### config.mk
export PLATFORM = sky130hd
export DESIGN_NAME = seg7_scan_decoder_flat
export DESIGN_NICKNAME = d
export VERILOG_FILES = /design/src/rtl/seg7_scan_decoder_if.sv /design/src/rtl/seg7_scan_decoder.sv /design/src/flat_wrapper.sv
export SDC_FILE = /design/constraint.sdc
export NUM_CORES = 1
export LEC_CHECK = 0
export ABC_AREA = 0
export BUFFER_PORTS_ARGS = -buffer_cell sky130_fd_sc_hd__buf_2
export CAP_MARGIN = 20
export CORE_UTILIZATION = 49
export CTS_CLUSTER_DIAMETER = 30
export CTS_CLUSTER_SIZE = 40
export DETAILED_ROUTE_END_ITERATION = 10
export HOLD_SLACK_MARGIN = 0.08
export PLACE_DENSITY_LB_ADDON = 0.05
export SETUP_SLACK_MARGIN = 0.05
export SKIP_CTS_REPAIR_TIMING = 1
export SYNTH_ARGS = -nofsm -noshare
export SYNTH_HDL_FRONTEND = slang
export SYNTH_SLANG_ARGS = --single-unit
export TNS_END_PERCENT = 30
### constraint.sdc
create_clock -name clk -period 2.78 [get_ports clk]
set_clock_uncertainty 0.2 [all_clocks]
set_input_delay 0.139 -clock clk [delete_from_list [all_inputs] [get_ports clk]]
set_output_delay 0.139 -clock clk [all_outputs]
set_load 0.02 [all_outputs]
### src/rtl/seg7_scan_decoder_if.sv
// Display-bus bundle: multiplexed segment/select lines from the display driver
// and the recovered-value readback reported by the scan decoder.
interface seg7_scan_decoder_if #(
  parameter int unsigned NUM_DIGITS = 4
);

  // Active-low segment lines, a..g
  logic a;
  logic b;
  logic c;
  logic d;
  logic e;
  logic f;
  logic g;

  // Active-low digit selects, one-hot while driving
  logic [NUM_DIGITS-1:0]   an;

  // Readback side
  logic [4*NUM_DIGITS-1:0] digits;
  logic [NUM_DIGITS-1:0]   digit_valid;
  logic                    update;
  logic [2:0]              update_idx;
  logic                    error;

  // Display driver / stimulus side
  modport master (
    output a, b, c, d, e, f, g, an,
    input  digits, digit_valid, update, update_idx, error
  );

  // Scan decoder side
  modport slave (
    input  a, b, c, d, e, f, g, an,
    output digits, digit_valid, update, update_idx, error
  );

endinterface

### src/rtl/seg7_scan_decoder.sv
// Seven-segment scan readback monitor: synchronises the multiplexed display
// bus, waits for a stable pattern and recovers the BCD value shown on each
// digit, flagging illegal segment patterns or multi-digit selects.
module seg7_scan_decoder #(
  parameter int unsigned NUM_DIGITS    = 4,
  parameter int unsigned STABLE_CYCLES = 4
) (
  input  logic                 clk,
  input  logic                 rst_n,
  seg7_scan_decoder_if.slave   bus
);

  localparam int unsigned SEG_W = 7;
  localparam int unsigned VEC_W = SEG_W + NUM_DIGITS;
  localparam int unsigned CNT_W = $clog2(STABLE_CYCLES + 1);
  localparam int unsigned DIG_W = 4 * NUM_DIGITS;

  localparam logic [CNT_W-1:0] CNT_MAX  = CNT_W'(STABLE_CYCLES);
  localparam logic [CNT_W-1:0] CNT_EVAL = CNT_W'(STABLE_CYCLES - 1);
  localparam logic [SEG_W-1:0] SEG_OFF  = 7'b1111111;

  // Maps an active-low {a..g} vector to {legal, bcd}; illegal returns 0_1111.
  function automatic logic [4:0] decode_seg(input logic [SEG_W-1:0] s);
    logic [4:0] r;
    case (s)
      7'b0000001: r = 5'b1_0000;
      7'b1001111: r = 5'b1_0001;
      7'b0010010: r = 5'b1_0010;
      7'b0000110: r = 5'b1_0011;
      7'b1001100: r = 5'b1_0100;
      7'b0100100: r = 5'b1_0101;
      7'b0100000: r = 5'b1_0110;
      7'b0001111: r = 5'b1_0111;
      7'b0000000: r = 5'b1_1000;
      7'b0000100: r = 5'b1_1001;
      default:    r = 5'b0_1111;
    endcase
    return r;
  endfunction

  // Input path
  logic [VEC_W-1:0]      raw_c;
  logic [VEC_W-1:0]      sync1_q;
  logic [VEC_W-1:0]      sync2_q;
  logic [VEC_W-1:0]      prev_q;

  // Stability window
  logic [CNT_W-1:0]      cnt_q;
  logic [CNT_W-1:0]      cnt_d;
  logic                  changed_c;
  logic                  eval_c;

  // Decoded view of the synchronised pattern
  logic [SEG_W-1:0]      seg_c;
  logic [NUM_DIGITS-1:0] sel_c;
  logic                  none_c;
  logic                  multi_c;
  logic [2:0]            idx_c;
  logic [3:0]            cur_val_c;
  logic                  cur_vld_c;
  logic [4:0]            dec_c;

  // Digit write request
  logic                  wr_c;
  logic [3:0]            new_val_c;
  logic                  new_vld_c;

  // Registered outputs
  logic [DIG_W-1:0]      digits_q;
  logic [DIG_W-1:0]      digits_d;
  logic [NUM_DIGITS-1:0] valid_q;
  logic [NUM_DIGITS-1:0] valid_d;
  logic                  update_q;
  logic                  update_d;
  logic [2:0]            update_idx_q;
  logic [2:0]            update_idx_d;
  logic                  error_q;
  logic                  error_d;

  assign raw_c = {bus.a, bus.b, bus.c, bus.d, bus.e, bus.f, bus.g, bus.an};

  // Two-flop synchroniser plus one-cycle history; all ones reads as blank/idle
  always_ff @(posedge clk or negedge rst_n) begin
    if (!rst_n) begin
      sync1_q <= '1;
      sync2_q <= '1;
      prev_q  <= '1;
    end else begin
      sync1_q <= raw_c;
      sync2_q <= sync1_q;
      prev_q  <= sync2_q;
    end
  end

  // Saturating stability counter; evaluation fires once per stable window
  always_comb begin
    changed_c = (sync2_q != prev_q);
    cnt_d     = cnt_q;
    if (changed_c) begin
      cnt_d = '0;
    end else if (cnt_q != CNT_MAX) begin
      cnt_d = cnt_q + CNT_W'(1);
    end
    eval_c = !changed_c && (cnt_q == CNT_EVAL);
  end

  // Counter register
  always_ff @(posedge clk or negedge rst_n) begin
    if (!rst_n) begin
      cnt_q <= '0;
    end else begin
      cnt_q <= cnt_d;
    end
  end

  // Select decode: none / several / exactly one digit, plus that digit's state
  always_comb begin
    seg_c     = sync2_q[VEC_W-1 -: SEG_W];
    sel_c     = ~sync2_q[NUM_DIGITS-1:0];
    none_c    = (sel_c == '0);
    multi_c   = ((sel_c & (sel_c - NUM_DIGITS'(1))) != '0);
    dec_c     = decode_seg(seg_c);
    idx_c     = '0;
    cur_val_c = 4'hF;
    cur_vld_c = 1'b0;
    for (int i = 0; i < int'(NUM_DIGITS); i++) begin
      if (sel_c[i]) begin
        idx_c     = 3'(i);
        cur_val_c = digits_q[4*i +: 4];
        cur_vld_c = valid_q[i];
      end
    end
  end

  // Evaluation: decide on write, update strobe or error strobe
  always_comb begin
    digits_d     = digits_q;
    valid_d      = valid_q;
    update_d     = 1'b0;
    update_idx_d = update_idx_q;
    error_d      = 1'b0;
    wr_c         = 1'b0;
    new_val_c    = 4'hF;
    new_vld_c    = 1'b0;

    if (eval_c && !none_c) begin
      if (multi_c) begin
        error_d = 1'b1;
      end else if (dec_c[4]) begin
        if (!cur_vld_c || (cur_val_c != dec_c[3:0])) begin
          wr_c         = 1'b1;
          new_val_c    = dec_c[3:0];
          new_vld_c    = 1'b1;
          update_d     = 1'b1;
          update_idx_d = idx_c;
        end
      end else if (seg_c == SEG_OFF) begin
        if (cur_vld_c) begin
          wr_c         = 1'b1;
          new_val_c    = 4'hF;
          new_vld_c    = 1'b0;
          update_d     = 1'b1;
          update_idx_d = idx_c;
        end
      end else begin
        error_d = 1'b1;
      end
    end

    for (int i = 0; i < int'(NUM_DIGITS); i++) begin
      if (wr_c && sel_c[i]) begin
        digits_d[4*i +: 4] = new_val_c;
        valid_d[i]         = new_vld_c;
      end
    end
  end

  // Output registers
  always_ff @(posedge clk or negedge rst_n) begin
    if (!rst_n) begin
      digits_q     <= '1;
      valid_q      <= '0;
      update_q     <= 1'b0;
      update_idx_q <= '0;
      error_q      <= 1'b0;
    end else begin
      digits_q     <= digits_d;
      valid_q      <= valid_d;
      update_q     <= update_d;
      update_idx_q <= update_idx_d;
      error_q      <= error_d;
    end
  end

  assign bus.digits      = digits_q;
  assign bus.digit_valid = valid_q;
  assign bus.update      = update_q;
  assign bus.update_idx  = update_idx_q;
  assign bus.error       = error_q;

endmodule

### src/flat_wrapper.sv
// flat-port wrapper written by rule: the top's interface ports become plain ports
module seg7_scan_decoder_flat 
#(
  parameter int unsigned NUM_DIGITS    = 4,
  parameter int unsigned STABLE_CYCLES = 4
)
  (clk, rst_n, bus_a, bus_b, bus_c, bus_d, bus_e, bus_f, bus_g, bus_an, bus_digits, bus_digit_valid, bus_update, bus_update_idx, bus_error);
  seg7_scan_decoder_if #(.NUM_DIGITS(NUM_DIGITS)) bus_i ();
  input  logic clk;
  input  logic rst_n;
  input wire logic [$bits(bus_i.a)-1:0] bus_a;
  input wire logic [$bits(bus_i.b)-1:0] bus_b;
  input wire logic [$bits(bus_i.c)-1:0] bus_c;
  input wire logic [$bits(bus_i.d)-1:0] bus_d;
  input wire logic [$bits(bus_i.e)-1:0] bus_e;
  input wire logic [$bits(bus_i.f)-1:0] bus_f;
  input wire logic [$bits(bus_i.g)-1:0] bus_g;
  input wire logic [$bits(bus_i.an)-1:0] bus_an;
  output wire logic [$bits(bus_i.digits)-1:0] bus_digits;
  output wire logic [$bits(bus_i.digit_valid)-1:0] bus_digit_valid;
  output wire logic [$bits(bus_i.update)-1:0] bus_update;
  output wire logic [$bits(bus_i.update_idx)-1:0] bus_update_idx;
  output wire logic [$bits(bus_i.error)-1:0] bus_error;
  assign bus_i.a = bus_a;
  assign bus_i.b = bus_b;
  assign bus_i.c = bus_c;
  assign bus_i.d = bus_d;
  assign bus_i.e = bus_e;
  assign bus_i.f = bus_f;
  assign bus_i.g = bus_g;
  assign bus_i.an = bus_an;
  assign bus_digits = bus_i.digits;
  assign bus_digit_valid = bus_i.digit_valid;
  assign bus_update = bus_i.update;
  assign bus_update_idx = bus_i.update_idx;
  assign bus_error = bus_i.error;
  seg7_scan_decoder #(.NUM_DIGITS(NUM_DIGITS), .STABLE_CYCLES(STABLE_CYCLES)) u_core (.clk(clk), .rst_n(rst_n), .bus(bus_i));
endmodule
==> impl_metrics.py <==
metrics = {
    "worst_setup_path": {
        "r2r_setup_slack_ns": -0.18,
        "cp_cell_sequence": "or3b_4, a2111oi_4, a211o_2, nand2_1, o22ai_4, a211o_1, mux2_2",
        "crit_fanout": 5,
        "worst_setup_path_start_kind": "register",
        "cp-startpoint": "u_core.sync2_q[9]",
        "required_ns": 2.81,
        "arrival_ns": 2.99,
        "max_stage_delay_ns": 0.54,
        "cp-endpoint": "u_core.bus.digit_valid[3]",
        "cp.depth": 7,
        "critPathSlowestCell": "dfstp_2",
        "endpoint_kind": "register",
        "rr_startpoint": "u_core.sync2_q[9]",
        "cp_top_family": "compound AO/OA/AOI/OAI gates",
        "crit_type": "reg2reg",
        "ff2ff_path_depth": 7,
        "crit_buf_inv": 0,
        "timing.rr.end": "u_core.bus.digit_valid[3]",
    },
    "power_and_ir_drop": {
        "total_power_mw": 2.00,
        "seqPwrFrac_pct": 47.1,
        "p_switching_mw": 0.451,
        "power_density_mw_per_mm2": 548,
        "p_leak_nw": 1.61,
        "p_comb_share_pct": 7.8,
        "p_clk_share_pct": 45.1,
        "cellInternalPower_mw": 1.55,
        "swShare_pct": 22.5,
        "irDropWorstVdd_mv": 0.417,
    },
    "cts": {
        "ctsLongestPathBuffers": 2,
        "clk_pin_slew_worst_paths_ns": 0.07,
        "cts_sinks": 60,
        "cts_max_level": 3,
        "cts_root_buffer": "clkbuf_8",
        "cts_tree": "yes",
        "clk_latency_ns": 0.35,
        "cts-buffers-inserted": 9,
    },
    "timing": {
        "relSlewSlack_pct": 39.0,
        "slew_viol_final": 0,
        "period_needed_ns": 2.96,
        "post-route-period-util_pct": 107,
        "final-setup-viol-count": 22,
        "whs_ns": 0.153,
        "hold_viol": 0,
        "rsz0062_at_grt": "true",
        "fmax_mhz": 337,
        "timing.final.ws_setup_ns": -0.183,
        "tightest_slew_ns": 0.915,
    },
    "synthesis": {
        "synth_area_per_cell_um2": 12.3,
        "syn_area_mm2": 0.00272,
        "ys_top_cells_by_count": "dfstp_2, mux2_2, xnor2_1",
        "yosysWarnings": 0,
        "synth_nets": 237,
        "synthTopCellsByArea": "dfstp_2, dfrtp_1, mux2_2",
        "ys_seq_elements": 60,
        "yosysTopAreaCell": "dfstp_2",
        "ys_seq_area_share_pct": 57.4,
        "synth_edf_count": 0,
        "synth_ff_type": "dfstp_2",
        "synth_top_area_share_pct": 47.3,
        "post-synth-top-count-cell": "dfstp_2",
        "synthCells": 221,
        "synth_cell_types": 53,
        "async_flop_share_pct": 100,
    },
    "route": {
        "drc": 0,
        "drt_iter0_markers": 96,
        "viasPerCell": 5.31,
        "vias": 2039,
        "drt_first_pass_iters": 4,
        "wirelength_mm": 5.98,
        "antenna_left": 0,
        "wl_per_cell_um": 15.6,
    },
    "cells_and_area": {
        "final_util_pct": 69.8,
        "nFillCells": 388,
        "multi_input_area_mm2": 0.00113,
        "syn2layout_area_growth_pct": 34.3,
        "layout.area.seq_mm2": 0.00156,
        "fin_cells": 384,
        "antenna_cells": 0,
        "drive_above_1_share_pct": 56.4,
        "fin_nets": 326,
    },
    "global_route": {
        "grt_pass1_vias": 2070,
        "gr-usage-all-layers_pct": 22.2,
        "grt_max_degree": 42,
        "grt_pass1_wl_mm": 9.90,
        "antenna_found_initial": 0,
        "overflow": 0,
    },
    "floorplan": {
        "io_pins": 38,
        "rows": 26,
        "chipWidth_um": 76.5,
        "initial_utilization_pct": 52.0,
        "core-area_mm2": 0.00524,
        "die_h_um": 76.5,
        "die_area_mm2": 0.00586,
    },
    "status": {
        "outcome": "finished, violations left",
        "violations": "negative setup slack",
    },
    "placement": {
        "dpl.hpwl_mm": 4.16,
        "place_ws_ns": -0.127,
        "routabilityCongestion": 0.869,
        "placedCellCount": 352,
        "portBuffers": 36,
    },
    "job": {
        "cap_violations": 0,
    },
    "min_path": {
        "hp-class": "reg2reg",
    },
}
layer usage:
layer,wire [µm],part of all wire [%],track usage [%]
met5,0,0,0
met3,271,4.5,7.07
met1,2790,47,29.6
met2,2800,47,32.9
met4,111,1.9,10.4
worst min path at each step:
stage	slack, ns	end	from	depth (start not counted)
2_1_floorplan	-0.36	u_core.bus.digit_valid[0]	rst_n	0
3_3_place_gp	0.04	u_core.sync1_q[9]	bus_b	1
3_5_place_dp	0.05	u_core.sync1_q[2]	bus_an[2]	1
4_1_cts	-0.32	u_core.sync1_q[0]	bus_an[0]	1
5_1_grt	0.15	u_core.sync2_q[6]	u_core.sync1_q[6]	0
6_report	0.15	u_core.sync2_q[6]	u_core.sync1_q[6]	0
final cells by class:
class,count,share of cell area (%)
Sequential cell,60,42.7
Multi-Input combinational cell,141,31.0
Timing Repair Buffer,88,16.4
Clock buffer,10,4.07
Tap cell,70,2.40
Clock inverter,5,2.29
Inverter,10,1.03
logic make-up (layout without fill, tap and decap cells):
family / Yosys count / count (layout) / synth area share [%]
flip-flops: 60 / 60 / 57.4
AND/OR/NAND/NOR: 54 / 54 / 10.7
AO/OA/AOI/OAI: 43 / 43 / 12.7
multiplexers: 21 / 21 / 8.59
buffers and inverters: 20 / 113 / 2.99
XOR/XNOR: 18 / 18 / 5.79
adder cells (fa/ha/maj): 4 / 4 / 1.75
other: 1 / 1 / 0.138
sequential cells by signal, summed over array words and instances (netlist names):
name,flops
u_core.prev_q,11
u_core.bus.update_idx,2
u_core.bus.error,1
u_core.bus.digit_valid,4
u_core.bus.digits,16
u_core.bus.update,1
u_core.cnt_q,3
u_core.sync2_q,11
u_core.sync1_q,11
stage by stage:
stage / TNS [ns] / area, µm²
floorplan: -0.0689 / 2740
global placement: -1.55 / 3220
detailed placement: -1.77 / 3220
CTS: -2.15 / 3460
global route: -5.32 / 3660
finish: -2.99 / 3660
worst register-to-register path: stages (launching register included):
cell and delay (ns):
dfstp_2 0.54, or3b_4 0.38, a2111oi_4 0.49, a211o_2 0.23
nand2_1 0.12, o22ai_4 0.22, a211o_1 0.31, mux2_2 0.36
layout by cell type, fill, tap and decap left out, types with 2 or more instances in the layout:
| cell type | count |
|---|---|
| nor3_1 | 2 |
| o22ai_1 | 5 |
| nand4_1 | 3 |
| dfstp_2 | 49 |
| mux2i_1 | 2 |
| bufinv_16 | 2 |
| o21ai_1 | 2 |
| ha_1 | 3 |
| xnor2_1 | 16 |
| clkinvlp_4 | 2 |
| nand2b_1 | 2 |
| o2bb2ai_1 | 2 |
| nor2_1 | 9 |
| dlygate4sd3_1 | 12 |
| a21oi_1 | 7 |
| nand3_1 | 6 |
| dfrtp_1 | 11 |
| buf_2 | 36 |
| nand2_1 | 16 |
| o221ai_1 | 4 |
| inv_1 | 10 |
| buf_4 | 40 |
| clkbuf_8 | 9 |
| or2_4 | 2 |
| o22ai_2 | 2 |
| a211oi_2 | 4 |
| mux2_2 | 18 |
| and3_1 | 2 |
power groups by stage:
| stage | registers (mW) | clock network [mW] | logic [mW] |
|---|---|---|---|
| floorplan | 0.942 | 0 | 0.0857 |
| global placement | 0.956 | 0 | 0.136 |
| detailed placement | 0.956 | 0 | 0.139 |
| CTS | 0.943 | 0.916 | 0.139 |
| global route | 0.947 | 0.962 | 0.173 |
| finish | 0.944 | 0.904 | 0.157 |
(Power assumes the default switching activity.)
